$ cat config.mk
export PLATFORM = sky130hd
export DESIGN_NAME = dmem_bridge_flat
export DESIGN_NICKNAME = d
export VERILOG_FILES = /design/src/rtl/dmem_bridge_pkg.sv /design/src/rtl/dmem_bridge_if.sv /design/src/rtl/dmem_bridge_load_align.sv /design/src/rtl/dmem_bridge.sv /design/src/flat_wrapper.sv
export SDC_FILE = /design/constraint.sdc
export NUM_CORES = 1
export LEC_CHECK = 0
export BUFFER_PORTS_ARGS = -buffer_cell sky130_fd_sc_hd__buf_2
export CORE_MARGIN = 2
export CORE_UTILIZATION = 48
export CTS_CLUSTER_SIZE = 30
export DETAILED_ROUTE_END_ITERATION = 8
export PLACE_DENSITY = 0.85
export SLEW_MARGIN = 20
export SYNTH_ARGS = -nofsm -noshare
export SYNTH_HDL_FRONTEND = slang
export SYNTH_SLANG_ARGS = --single-unit
export TNS_END_PERCENT = 1
$ cat constraint.sdc
create_clock -name clk -period 4.7 [get_ports clk]
set_input_delay 0.235 -clock clk [delete_from_list [all_inputs] [get_ports clk]]
set_output_delay 0.235 -clock clk [all_outputs]
set_load 0.01 [all_outputs]
$ cat src/rtl/dmem_bridge_pkg.sv
// Shared load/store opcodes, FSM state encodings and bus size codes for the
// data-memory bridge.
package dmem_bridge_pkg;

    localparam logic [7:0] ALUOP_LB  = 8'h20;
    localparam logic [7:0] ALUOP_LH  = 8'h21;
    localparam logic [7:0] ALUOP_LWL = 8'h22;
    localparam logic [7:0] ALUOP_LW  = 8'h23;
    localparam logic [7:0] ALUOP_LBU = 8'h24;
    localparam logic [7:0] ALUOP_LHU = 8'h25;
    localparam logic [7:0] ALUOP_LWR = 8'h26;
    localparam logic [7:0] ALUOP_SB  = 8'h28;
    localparam logic [7:0] ALUOP_SH  = 8'h29;
    localparam logic [7:0] ALUOP_SW  = 8'h2B;

    localparam logic [1:0] DMEM_SIZE_BYTE = 2'd0;
    localparam logic [1:0] DMEM_SIZE_HALF = 2'd1;
    localparam logic [1:0] DMEM_SIZE_WORD = 2'd2;

    typedef enum logic [2:0] {
        DMEM_IDLE  = 3'd0,
        DMEM_REQ   = 3'd1,
        DMEM_WAIT  = 3'd2,
        DMEM_DRAIN = 3'd3,
        DMEM_DONE  = 3'd4
    } dmem_state_e;

    // Anything that is not an explicit byte or half access goes out as a word.
    function automatic logic [1:0] dmem_size(input logic [7:0] aluop);
        case (aluop)
            ALUOP_LB, ALUOP_LBU, ALUOP_SB: dmem_size = DMEM_SIZE_BYTE;
            ALUOP_LH, ALUOP_LHU, ALUOP_SH: dmem_size = DMEM_SIZE_HALF;
            default:                       dmem_size = DMEM_SIZE_WORD;
        endcase
    endfunction

endpackage

$ cat src/rtl/dmem_bridge_if.sv
// SRAM-like request/handshake bus between dmem_bridge (master) and the data
// memory port (slave).
interface dmem_bridge_if;

    logic        data_req_o;
    logic        data_wr_o;
    logic [1:0]  data_size_o;
    logic [3:0]  data_wstrb_o;
    logic [31:0] data_addr_o;
    logic [31:0] data_wdata_o;
    logic        data_addr_ok_i;
    logic        data_data_ok_i;
    logic [31:0] data_rdata_i;

    modport master (
        output data_req_o, data_wr_o, data_size_o, data_wstrb_o,
               data_addr_o, data_wdata_o,
        input  data_addr_ok_i, data_data_ok_i, data_rdata_i
    );

    modport slave (
        input  data_req_o, data_wr_o, data_size_o, data_wstrb_o,
               data_addr_o, data_wdata_o,
        output data_addr_ok_i, data_data_ok_i, data_rdata_i
    );

endinterface

$ cat src/rtl/dmem_bridge_load_align.sv
// Combinational load-data alignment and sign/zero extension for writeback.
// DMEM_LWLR_EN adds the LWL/LWR merge with the old rt value.
module dmem_bridge_load_align
    import dmem_bridge_pkg::*;
(
    input  logic [7:0]  i_aluop,
    input  logic [1:0]  i_lane,
    input  logic [31:0] i_rdata,
    input  logic [31:0] i_rt,
    output logic [31:0] o_data
);

    logic [7:0]  w_byte;
    logic [15:0] w_half;

    assign w_byte = i_rdata[{i_lane, 3'b000} +: 8];
    assign w_half = i_lane[1] ? i_rdata[31:16] : i_rdata[15:0];

`ifdef DMEM_LWLR_EN
    // ~lane equals 3-lane for a 2-bit lane, so these are 8*(3-a) and 8*a.
    logic [4:0]  w_lwlShift;
    logic [4:0]  w_lwrShift;
    logic [31:0] w_lwlKeep;
    logic [31:0] w_lwrKeep;

    assign w_lwlShift = {~i_lane, 3'b000};
    assign w_lwrShift = {i_lane, 3'b000};
    assign w_lwlKeep  = ~(32'hFFFF_FFFF << w_lwlShift);
    assign w_lwrKeep  = ~(32'hFFFF_FFFF >> w_lwrShift);
`else
    logic w_unusedRt;
    assign w_unusedRt = ^i_rt;
`endif

    always_comb begin
        o_data = i_rdata;
        case (i_aluop)
            ALUOP_LB:  o_data = {{24{w_byte[7]}}, w_byte};
            ALUOP_LBU: o_data = {24'd0, w_byte};
            ALUOP_LH:  o_data = {{16{w_half[15]}}, w_half};
            ALUOP_LHU: o_data = {16'd0, w_half};
`ifdef DMEM_LWLR_EN
            ALUOP_LWL: o_data = (i_rdata << w_lwlShift) | (i_rt & w_lwlKeep);
            ALUOP_LWR: o_data = (i_rdata >> w_lwrShift) | (i_rt & w_lwrKeep);
`endif
            default:   o_data = i_rdata;
        endcase
    end

endmodule

$ cat src/rtl/dmem_bridge.sv
// MEM-stage to SRAM-like bus bridge: launches one access, stalls the pipeline
// until it completes and returns aligned load data. DMEM_LWLR_EN enables LWL/LWR.
module dmem_bridge
    import dmem_bridge_pkg::*;
#(
    parameter int DATA_W = 32
) (
    input  logic              clk,
    input  logic              rst,
    input  logic              flush_i,
    input  logic              pipeline_stall_i,
    input  logic              mem_en_i,
    input  logic [3:0]        mem_wen_i,
    input  logic [DATA_W-1:0] mem_addr_i,
    input  logic [DATA_W-1:0] mem_wdata_i,
    input  logic [7:0]        aluop_i,
    input  logic [DATA_W-1:0] rt_data_i,
    dmem_bridge_if.master     bus,
    output logic              stall_o,
    output logic              load_valid_o,
    output logic [DATA_W-1:0] load_data_o
);

    dmem_state_e       r_state;
    dmem_state_e       w_nextState;
    logic [DATA_W-1:0] r_busAddr;
    logic [DATA_W-1:0] r_wdata;
    logic [DATA_W-1:0] r_rt;
    logic [DATA_W-1:0] r_loadData;
    logic [3:0]        r_wstrb;
    logic [7:0]        r_aluop;
    logic [1:0]        r_lane;
    logic [1:0]        r_size;
    logic              r_wr;
    logic              r_flushSeen;

    logic              w_launch;
    logic              w_capture;
    logic              w_flushed;
    logic [DATA_W-1:0] w_launchAddr;
    logic [DATA_W-1:0] w_aligned;

    assign w_launch  = (r_state == DMEM_IDLE) && mem_en_i && !flush_i;
    assign w_flushed = flush_i || r_flushSeen;

    always_comb begin
        w_launchAddr = mem_addr_i;
`ifdef DMEM_LWLR_EN
        if (aluop_i == ALUOP_LWL || aluop_i == ALUOP_LWR) begin
            w_launchAddr = {mem_addr_i[DATA_W-1:2], 2'b00};
        end
`endif
    end

    // A flush never withdraws an issued request; the response is drained instead.
    always_comb begin
        w_nextState    = r_state;
        w_capture      = 1'b0;
        bus.data_req_o = 1'b0;
        stall_o        = 1'b0;
        load_valid_o   = 1'b0;
        case (r_state)
            DMEM_IDLE: begin
                stall_o = w_launch;
                if (w_launch) begin
                    w_nextState = DMEM_REQ;
                end
            end
            DMEM_REQ: begin
                bus.data_req_o = 1'b1;
                stall_o        = 1'b1;
                if (bus.data_addr_ok_i) begin
                    if (bus.data_data_ok_i) begin
                        if (w_flushed) begin
                            w_nextState = DMEM_IDLE;
                        end else begin
                            w_nextState = DMEM_DONE;
                            w_capture   = !r_wr;
                        end
                    end else begin
                        w_nextState = w_flushed ? DMEM_DRAIN : DMEM_WAIT;
                    end
                end
            end
            DMEM_WAIT: begin
                stall_o = 1'b1;
                if (bus.data_data_ok_i) begin
                    if (flush_i) begin
                        w_nextState = DMEM_IDLE;
                    end else begin
                        w_nextState = DMEM_DONE;
                        w_capture   = !r_wr;
                    end
                end else if (flush_i) begin
                    w_nextState = DMEM_DRAIN;
                end
            end
            DMEM_DRAIN: begin
                stall_o = mem_en_i;
                if (bus.data_data_ok_i) begin
                    w_nextState = DMEM_IDLE;
                end
            end
            DMEM_DONE: begin
                load_valid_o = !r_wr;
                if (!pipeline_stall_i || flush_i) begin
                    w_nextState = DMEM_IDLE;
                end
            end
            default: begin
                w_nextState = DMEM_IDLE;
            end
        endcase
    end

    always_ff @(posedge clk) begin
        if (rst) begin
            r_state     <= DMEM_IDLE;
            r_busAddr   <= '0;
            r_wdata     <= '0;
            r_rt        <= '0;
            r_loadData  <= '0;
            r_wstrb     <= 4'b0000;
            r_aluop     <= 8'd0;
            r_lane      <= 2'd0;
            r_size      <= DMEM_SIZE_BYTE;
            r_wr        <= 1'b0;
            r_flushSeen <= 1'b0;
        end else begin
            r_state <= w_nextState;
            if (w_launch) begin
                r_busAddr   <= w_launchAddr;
                r_wdata     <= mem_wdata_i;
                r_rt        <= rt_data_i;
                r_wstrb     <= mem_wen_i;
                r_aluop     <= aluop_i;
                r_lane      <= mem_addr_i[1:0];
                r_size      <= dmem_size(aluop_i);
                r_wr        <= |mem_wen_i;
                r_flushSeen <= 1'b0;
            end else if (r_state == DMEM_REQ && flush_i) begin
                r_flushSeen <= 1'b1;
            end
            if (w_capture) begin
                r_loadData <= w_aligned;
            end
        end
    end

    dmem_bridge_load_align u_align (
        .i_aluop (r_aluop),
        .i_lane  (r_lane),
        .i_rdata (bus.data_rdata_i),
        .i_rt    (r_rt),
        .o_data  (w_aligned)
    );

    assign bus.data_wr_o    = r_wr;
    assign bus.data_size_o  = r_size;
    assign bus.data_wstrb_o = r_wstrb;
    assign bus.data_addr_o  = r_busAddr;
    assign bus.data_wdata_o = r_wdata;
    assign load_data_o      = r_loadData;

endmodule

$ cat src/flat_wrapper.sv
// flat-port wrapper written by rule: the top's interface ports become plain ports
module dmem_bridge_flat import dmem_bridge_pkg::*;
#(
    parameter int DATA_W = 32
)
  (clk, rst, flush_i, pipeline_stall_i, mem_en_i, mem_wen_i, mem_addr_i, mem_wdata_i, aluop_i, rt_data_i, stall_o, load_valid_o, load_data_o, bus_data_req_o, bus_data_wr_o, bus_data_size_o, bus_data_wstrb_o, bus_data_addr_o, bus_data_wdata_o, bus_data_addr_ok_i, bus_data_data_ok_i, bus_data_rdata_i);
  dmem_bridge_if bus_i ();
  input  logic clk;
  input  logic rst;
  input  logic flush_i;
  input  logic pipeline_stall_i;
  input  logic mem_en_i;
  input  logic [3:0] mem_wen_i;
  input  logic [DATA_W-1:0] mem_addr_i;
  input  logic [DATA_W-1:0] mem_wdata_i;
  input  logic [7:0] aluop_i;
  input  logic [DATA_W-1:0] rt_data_i;
  output logic stall_o;
  output logic load_valid_o;
  output logic [DATA_W-1:0] load_data_o;
  output wire logic [$bits(bus_i.data_req_o)-1:0] bus_data_req_o;
  output wire logic [$bits(bus_i.data_wr_o)-1:0] bus_data_wr_o;
  output wire logic [$bits(bus_i.data_size_o)-1:0] bus_data_size_o;
  output wire logic [$bits(bus_i.data_wstrb_o)-1:0] bus_data_wstrb_o;
  output wire logic [$bits(bus_i.data_addr_o)-1:0] bus_data_addr_o;
  output wire logic [$bits(bus_i.data_wdata_o)-1:0] bus_data_wdata_o;
  input wire logic [$bits(bus_i.data_addr_ok_i)-1:0] bus_data_addr_ok_i;
  input wire logic [$bits(bus_i.data_data_ok_i)-1:0] bus_data_data_ok_i;
  input wire logic [$bits(bus_i.data_rdata_i)-1:0] bus_data_rdata_i;
  assign bus_data_req_o = bus_i.data_req_o;
  assign bus_data_wr_o = bus_i.data_wr_o;
  assign bus_data_size_o = bus_i.data_size_o;
  assign bus_data_wstrb_o = bus_i.data_wstrb_o;
  assign bus_data_addr_o = bus_i.data_addr_o;
  assign bus_data_wdata_o = bus_i.data_wdata_o;
  assign bus_i.data_addr_ok_i = bus_data_addr_ok_i;
  assign bus_i.data_data_ok_i = bus_data_data_ok_i;
  assign bus_i.data_rdata_i = bus_data_rdata_i;
  dmem_bridge #(.DATA_W(DATA_W)) u_core (.clk(clk), .rst(rst), .flush_i(flush_i), .pipeline_stall_i(pipeline_stall_i), .mem_en_i(mem_en_i), .mem_wen_i(mem_wen_i), .mem_addr_i(mem_addr_i), .mem_wdata_i(mem_wdata_i), .aluop_i(aluop_i), .rt_data_i(rt_data_i), .bus(bus_i), .stall_o(stall_o), .load_valid_o(load_valid_o), .load_data_o(load_data_o));
endmodule
==> impl_metrics.json, run 1 <==
{
  "outcome": "finished, final reports clean",
  "core_sq_um": 9640,
  "cp_slowest_cell": "dfxtp_1",
  "die-area_sq_um": 10600,
  "postCtsResizedCells": 0,
  "clockBufferDepth": 2,
  "synth_cells": 605,
  "finalHoldViolations": 0,
  "cap_viol_max_count": 0,
  "vdd_drop_max_uv": 302,
  "fmax_ghz": 0.385,
  "grt_usage_pct": 31.6,
  "ant_nets": 0,
  "power.leakage_nw": 3.20,
  "grt_pass1_wl_um": 26200,
  "startpoint_type": "flip-flop",
  "start_util_pct": 49.0,
  "drv_slew": 0,
  "portBuffers": 220,
  "numClockSinks": 115,
  "yosys_warnings": 0,
  "worstPathArrival_ns": 2.91,
  "drive_above_1_share_pct": 29.3,
  "clkTransAtPathRegs_ns": 0.05,
  "grt_max_degree": 79,
  "finalInstanceArea_sq_um": 7180,
  "crit_type": "flip-flop to flip-flop",
  "drc": 0,
  "worst_skew_pair.late_latency_ns": 0.50,
  "drt-total-wl_um": 17500,
  "synth_nets": 752,
  "grt_pass1_vias": 5437,
  "syn_area_sq_um": 4720,
  "cts_buffers": 17,
  "hold_ws_ns": 0.0217,
  "die_x_um": 103,
  "hp-class": "input port to flip-flop",
  "rows": 36,
  "setup_tns_ns": 0,
  "postCtsSetupBuffers": 0,
  "cts_tree": "built",
  "die_y_um": 103,
  "final_nets": 1022,
  "critPathRequiredTime_ns": 5.01,
  "drt_iter0_markers": 299,
  "crit_chain": "mux2i_1, mux2i_1, a31oi_1, a311oi_1",
  "antenna_cells": 0,
  "syn_to_final_growth_pct": 52.0,
  "ios": 253,
  "placed_area_sq_um": 5830,
  "root_buffer": "clkbuf_8",
  "slew_headroom_pct": 28.8,
  "synth_cell_types": 40,
  "gp_congestion": 0.947,
  "path_common_cell": "mux2i_1",
  "cpPeakStageDelay_ns": 0.93,
  "skew_ns": 0.0130,
  "yosysSeqAreaShare_pct": 48.8,
  "rsz0062_at_grt": "false",
  "syn_area_per_cell_sq_um": 7.81,
  "setup_viol": 0,
  "wl_per_cell_um": 17.1,
  "ys_ff_latch": 115,
  "viasPerCell": 5.50,
  "powerDensity_nw_per_um2": 374,
  "worst_pin_slew_ns": 1.07,
  "ctsHtreeMaxLevel": 4,
  "via_count": 5615,
  "cp-end-kind": "flip-flop",
  "antenna_found_initial": 0,
  "overflow": 0,
  "dr.pass1.iters": 5,
  "cp_max_fo": 32,
  "min_period_ns": 2.60,
  "place_hpwl_um": 9940,
  "period_share_pct": 55.2,
  "holdBufCountCts": 76
}
[critical path: cells and delay by family, from the launching register on]
| family | cells | cell delay (ns) |
|---|---|---|
| compound gates | 2 | 0.95 |
| mux | 2 | 0.54 |
| flops | 1 | 0.93 |
[routing by layer]
| metal | routed length, um | part of all wire (%) | up-vias | GRT usage (%) |
|---|---|---|---|---|
| li1 | - | - | 2611 | - |
| met4 | 728 | 4.2 | 0 | 15.9 |
| met5 | 0 | 0 | - | 0 |
| met2 | 8820 | 50 | 322 | 55.0 |
| met3 | 1480 | 8.5 | 62 | 8.53 |
| met1 | 6430 | 37 | 2620 | 35.6 |
[cell usage after synthesis]
cell | number | share of area (%)
o2111ai_1 | 1 | 0.19
nand2b_1 | 9 | 1.2
a311oi_1 | 14 | 2.6
o22ai_1 | 3 | 0.40
nand2_1 | 182 | 14
o211ai_1 | 5 | 0.79
o41ai_1 | 1 | 0.19
nand4b_1 | 1 | 0.19
nor4b_1 | 3 | 0.56
a21oi_1 | 87 | 9.2
o21a_1 | 5 | 0.79
a31oi_1 | 7 | 0.93
nor2_1 | 40 | 3.2
buf_6 | 2 | 0.48
nor4_1 | 2 | 0.26
inv_1 | 3 | 0.24
a211oi_1 | 19 | 3.0
clkbuf_1 | 45 | 3.6
and3_1 | 1 | 0.13
nand3_1 | 2 | 0.21
a211o_1 | 1 | 0.19
and2_1 | 6 | 0.79
or2_4 | 1 | 0.19
buf_1 | 1 | 0.079
a221o_1 | 3 | 0.64
nor4bb_1 | 1 | 0.21
a32oi_1 | 4 | 0.74
o31ai_1 | 1 | 0.16
mux2i_1 | 4 | 0.85
or4_4 | 1 | 0.24
a21o_1 | 5 | 0.79
or3b_2 | 1 | 0.19
buf_2 | 2 | 0.21
nor3b_1 | 4 | 0.64
o21ai_0 | 13 | 1.4
nor2_4 | 1 | 0.24
nor3_1 | 4 | 0.42
dfxtp_1 | 115 | 49
nor2b_1 | 4 | 0.53
o21bai_1 | 1 | 0.16
[layout make-up]
cell class,count,area [sq um]
inverter,3,11.3
sequential,115,2300
timing repair buffer,301,1900
fill,674,2460
tap,133,166
multi-input combinational,437,2210
clock inverter,10,131
clock buffer,22,453
[state kept, by name, summed over array words and instances, names as in the netlist]
name	count
u_core.r_state	3
u_core.bus.data_wstrb_o	4
u_core.r_aluop	8
u_core.bus.data_wr_o	1
u_core.load_data_o	32
u_core.bus.data_size_o	2
u_core.r_lane	1
u_core.bus.data_wdata_o	32
u_core.r_flushSeen	1
u_core.bus.data_addr_o	31
[logic make-up after synthesis]
family	count (synthesis)	synth area share, %
simple gates	263	23.6
mux	4	0.848
compound gates	170	22.2
flops	115	48.8
buf+inv	53	4.58
[cell usage in the layout (no fill, tap or decap), types with 9 or more instances in the layout]
master | Yosys | routed
dlygate4sd3_1 | 0 | 76
o21ai_0 | 13 | 13
dfxtp_1 | 115 | 115
nand2b_1 | 9 | 9
nor2_1 | 40 | 40
a311oi_1 | 14 | 14
a21oi_1 | 87 | 87
buf_2 | 2 | 219
a211oi_1 | 19 | 19
clkbuf_16 | 0 | 16
nand2_1 | 182 | 182
[worst paths after layout]
kind / start / to / slack [ns] / cells past startpoint
setup / recovery: u_core.bus.data_addr_o[1] / u_core.load_data_o[8] / 2.10 / 4
hold / removal: bus_data_rdata_i[18] / u_core.load_data_o[18] / 0.02 / 3
setup reg to reg: u_core.bus.data_addr_o[1] / u_core.load_data_o[8] / 2.10 / 4
hold reg to reg: u_core.bus.data_wdata_o[30] / u_core.bus.data_wdata_o[30] / 0.46 / 2
[through the flow]
step | cells | utilization (%) | worst slack (ns) | power (mW)
after CTS | 1021 | 74.4 | 2.24 | 2.67
after global routing | 1021 | 74.4 | 1.92 | 2.77
after global placement | 913 | 60.5 | 2.36 | 1.35
after detailed placement | 913 | 60.5 | 2.26 | 1.36
after floorplan | 605 | - | 2.92 | 1.23
final | 1021 | 74.4 | 2.10 | 2.68
[power breakdown]
part           switching, mW  total, mW  internal [mW]
Sequential            0.0333       1.05           1.02
Clock                  0.438       1.27          0.831
Combinational          0.197      0.359          0.162
Note: power is estimated with default switching activity, not from simulation.
==> run 2: changes to the inputs <==
Settings changed: CORE_UTILIZATION 48 to 45, PLACE_DENSITY 0.85 to 0.8.
Clock period 4.7 ns to 2.45 ns, I/O delays scaled along.
==> run 2 against run 1 <==
  * Maximum frequency rose by 26%
  * Core utilization decreased by 0.54 points
  * Global-route usage is 2.3 points lower
  * Cell count up 4.4%
  * Sequential share of layout area down 1.8 points
  * Worst hold slack improved by 0.041 ns
  * Clock power increased by 85%
  * Critical path type unchanged
  * Largest cell class is now buffers
  * Largest power group unchanged
==> impl_metrics.json, run 2 (synthesis results as in run 1) <==
{
  "outcome": "finished, final reports clean",
  "final.fill_count": 707,
  "portBuffers": 220,
  "drt_iter0_markers": 445,
  "rows": 37,
  "crit_type": "flip-flop to flip-flop",
  "root_buffer": "clkbuf_8",
  "hold_ws_ns": 0.0630,
  "dr.pass1.iters": 6,
  "worst_skew_pair.late_latency_ns": 0.50,
  "start_util_pct": 45.9,
  "skew_ns": 0.00767,
  "finalInstanceArea_sq_um": 7590,
  "core_sq_um": 10300,
  "critPathRequiredTime_ns": 2.77,
  "p_total_mw": 5.10,
  "cp-end-kind": "flip-flop",
  "r2r_slack_ns": 0.38,
  "vdd_drop_max_uv": 488,
  "grt_pass1_wl_um": 26400,
  "viasPerCell": 5.34,
  "hold_end": "u_core.bus.data_wdata_o[12]",
  "cap_viol_max_count": 0,
  "grt_pass1_vias": 5602,
  "placed_area_sq_um": 5910,
  "r2r_cells": 4,
  "clockBufferDepth": 2,
  "fmax_ghz": 0.484,
  "rsz0062_at_grt": "false",
  "antenna_cells": 0,
  "postCtsResizedCells": 0,
  "overflow": 0,
  "timing.rr.start": "u_core.r_state[2]",
  "min_from": "rst",
  "ios": 253,
  "min_path_cells": 2,
  "gp_congestion": 0.877,
  "grt_busiest_layer": "met2",
  "timing.rr.end": "u_core.load_data_o[13]",
  "min_period_ns": 2.07,
  "powerDensity_nw_per_um2": 672,
  "die-area_sq_um": 11300,
  "antenna_found_initial": 0,
  "grt_max_degree": 78,
  "clkTransAtPathRegs_ns": 0.05,
  "syn_to_final_growth_pct": 60.8,
  "power.leakage_nw": 3.38,
  "via_count": 5694,
  "place_hpwl_um": 9920,
  "grt_usage_pct": 29.3,
  "cp_max_fo": 8,
  "die_x_um": 106,
  "worstPathArrival_ns": 2.39,
  "period_share_pct": 84.3,
  "final_nets": 1065,
  "worst_pin_slew_ns": 0.773,
  "holdBufCountCts": 112,
  "cts_buffers": 17,
  "cts_tree": "built",
  "startpoint_type": "flip-flop",
  "mostFrequentLayoutCell": "buf_2",
  "grt_use_met1_pct": 32.5,
  "setup_tns_ns": 0,
  "ctsHtreeMaxLevel": 4,
  "slew_headroom_pct": 48.2,
  "setup_viol": 0,
  "finalHoldViolations": 0,
  "drc": 0,
  "drive_above_1_share_pct": 28.7,
  "ant_nets": 0,
  "grtUsageMet2_pct": 52.1,
  "hp-class": "input port to flip-flop",
  "postCtsSetupBuffers": 0,
  "wl_per_cell_um": 16.0,
  "drt-total-wl_um": 17100,
  "drv_slew": 0,
  "die_y_um": 106,
  "numClockSinks": 115,
  "final_cell_mix": "buf_2 (219), nand2_1 (182), dfxtp_1 (115), dlygate4sd3_1 (112), a21oi_1 (87)",
  "grtUsageMet3_pct": 8.15
}
run 2: cell count changes in the layout (fill, tap and decap cells not counted), sizes merged:
cell and delta:
dlygate4sd3 +36, buf +7, clkbuf -3, clkinv +1
clkinvlp +1
run 2: worst max-delay path, stage by stage (launching register included):
cell      delay [ns]
dfxtp_1         0.38
nor4b_1         0.41
o21ai_0         0.25
a31oi_1         0.64
a311oi_1        0.22
run 2: how the worst max path moves through the flow:
stage | from | cells past startpoint | end | slack, ns
5_1_grt | u_core.r_state[2] | 4 | u_core.load_data_o[13] | 0.27
6_report | u_core.r_state[2] | 4 | u_core.load_data_o[13] | 0.38
3_3_place_gp | u_core.r_state[2] | 4 | u_core.load_data_o[14] | 0.43
2_1_floorplan | u_core.r_aluop[7] | 6 | u_core.load_data_o[1] | 0.67
3_5_place_dp | u_core.r_state[2] | 4 | u_core.load_data_o[13] | 0.41
4_1_cts | u_core.r_state[2] | 4 | u_core.load_data_o[13] | 0.40
run 2: layout make-up:
cell class                 instances  area (sq um)  area share [%]
clock buffer                      19           422            5.55
clock inverter                    12           140            1.85
inverter                           3          11.3           0.148
multi-input combinational        437          2210            29.1
sequential                       115          2300            30.3
tap                              136           170            2.24
timing repair buffer             344          2340            30.8
run 2: report_power, final:
part           total (mW)  switching, mW  internal (mW)
logic               0.748          0.387          0.361
registers            2.01         0.0525           1.96
clock network        2.35          0.819           1.53
total                5.10           1.26           3.84
run 2: metrics by stage:
| step | std cells | util [%] | worst slack, ns |
|---|---|---|---|
| 2_1_floorplan | 605 | - | 0.674 |
| 3_3_place_gp | 923 | 57.5 | 0.435 |
| 3_5_place_dp | 923 | 57.5 | 0.415 |
| 4_1_cts | 1066 | 73.9 | 0.402 |
| 5_1_grt | 1066 | 73.9 | 0.265 |
| 6_report | 1066 | 73.9 | 0.384 |
run 2: routing by layer:
| layer | part of all wire, % | wire [um] |
|---|---|---|
| met1 | 38 | 6570 |
| met4 | 2.9 | 492 |
| met2 | 50 | 8600 |
| met5 | 0 | 0 |
| met3 | 8.4 | 1430 |
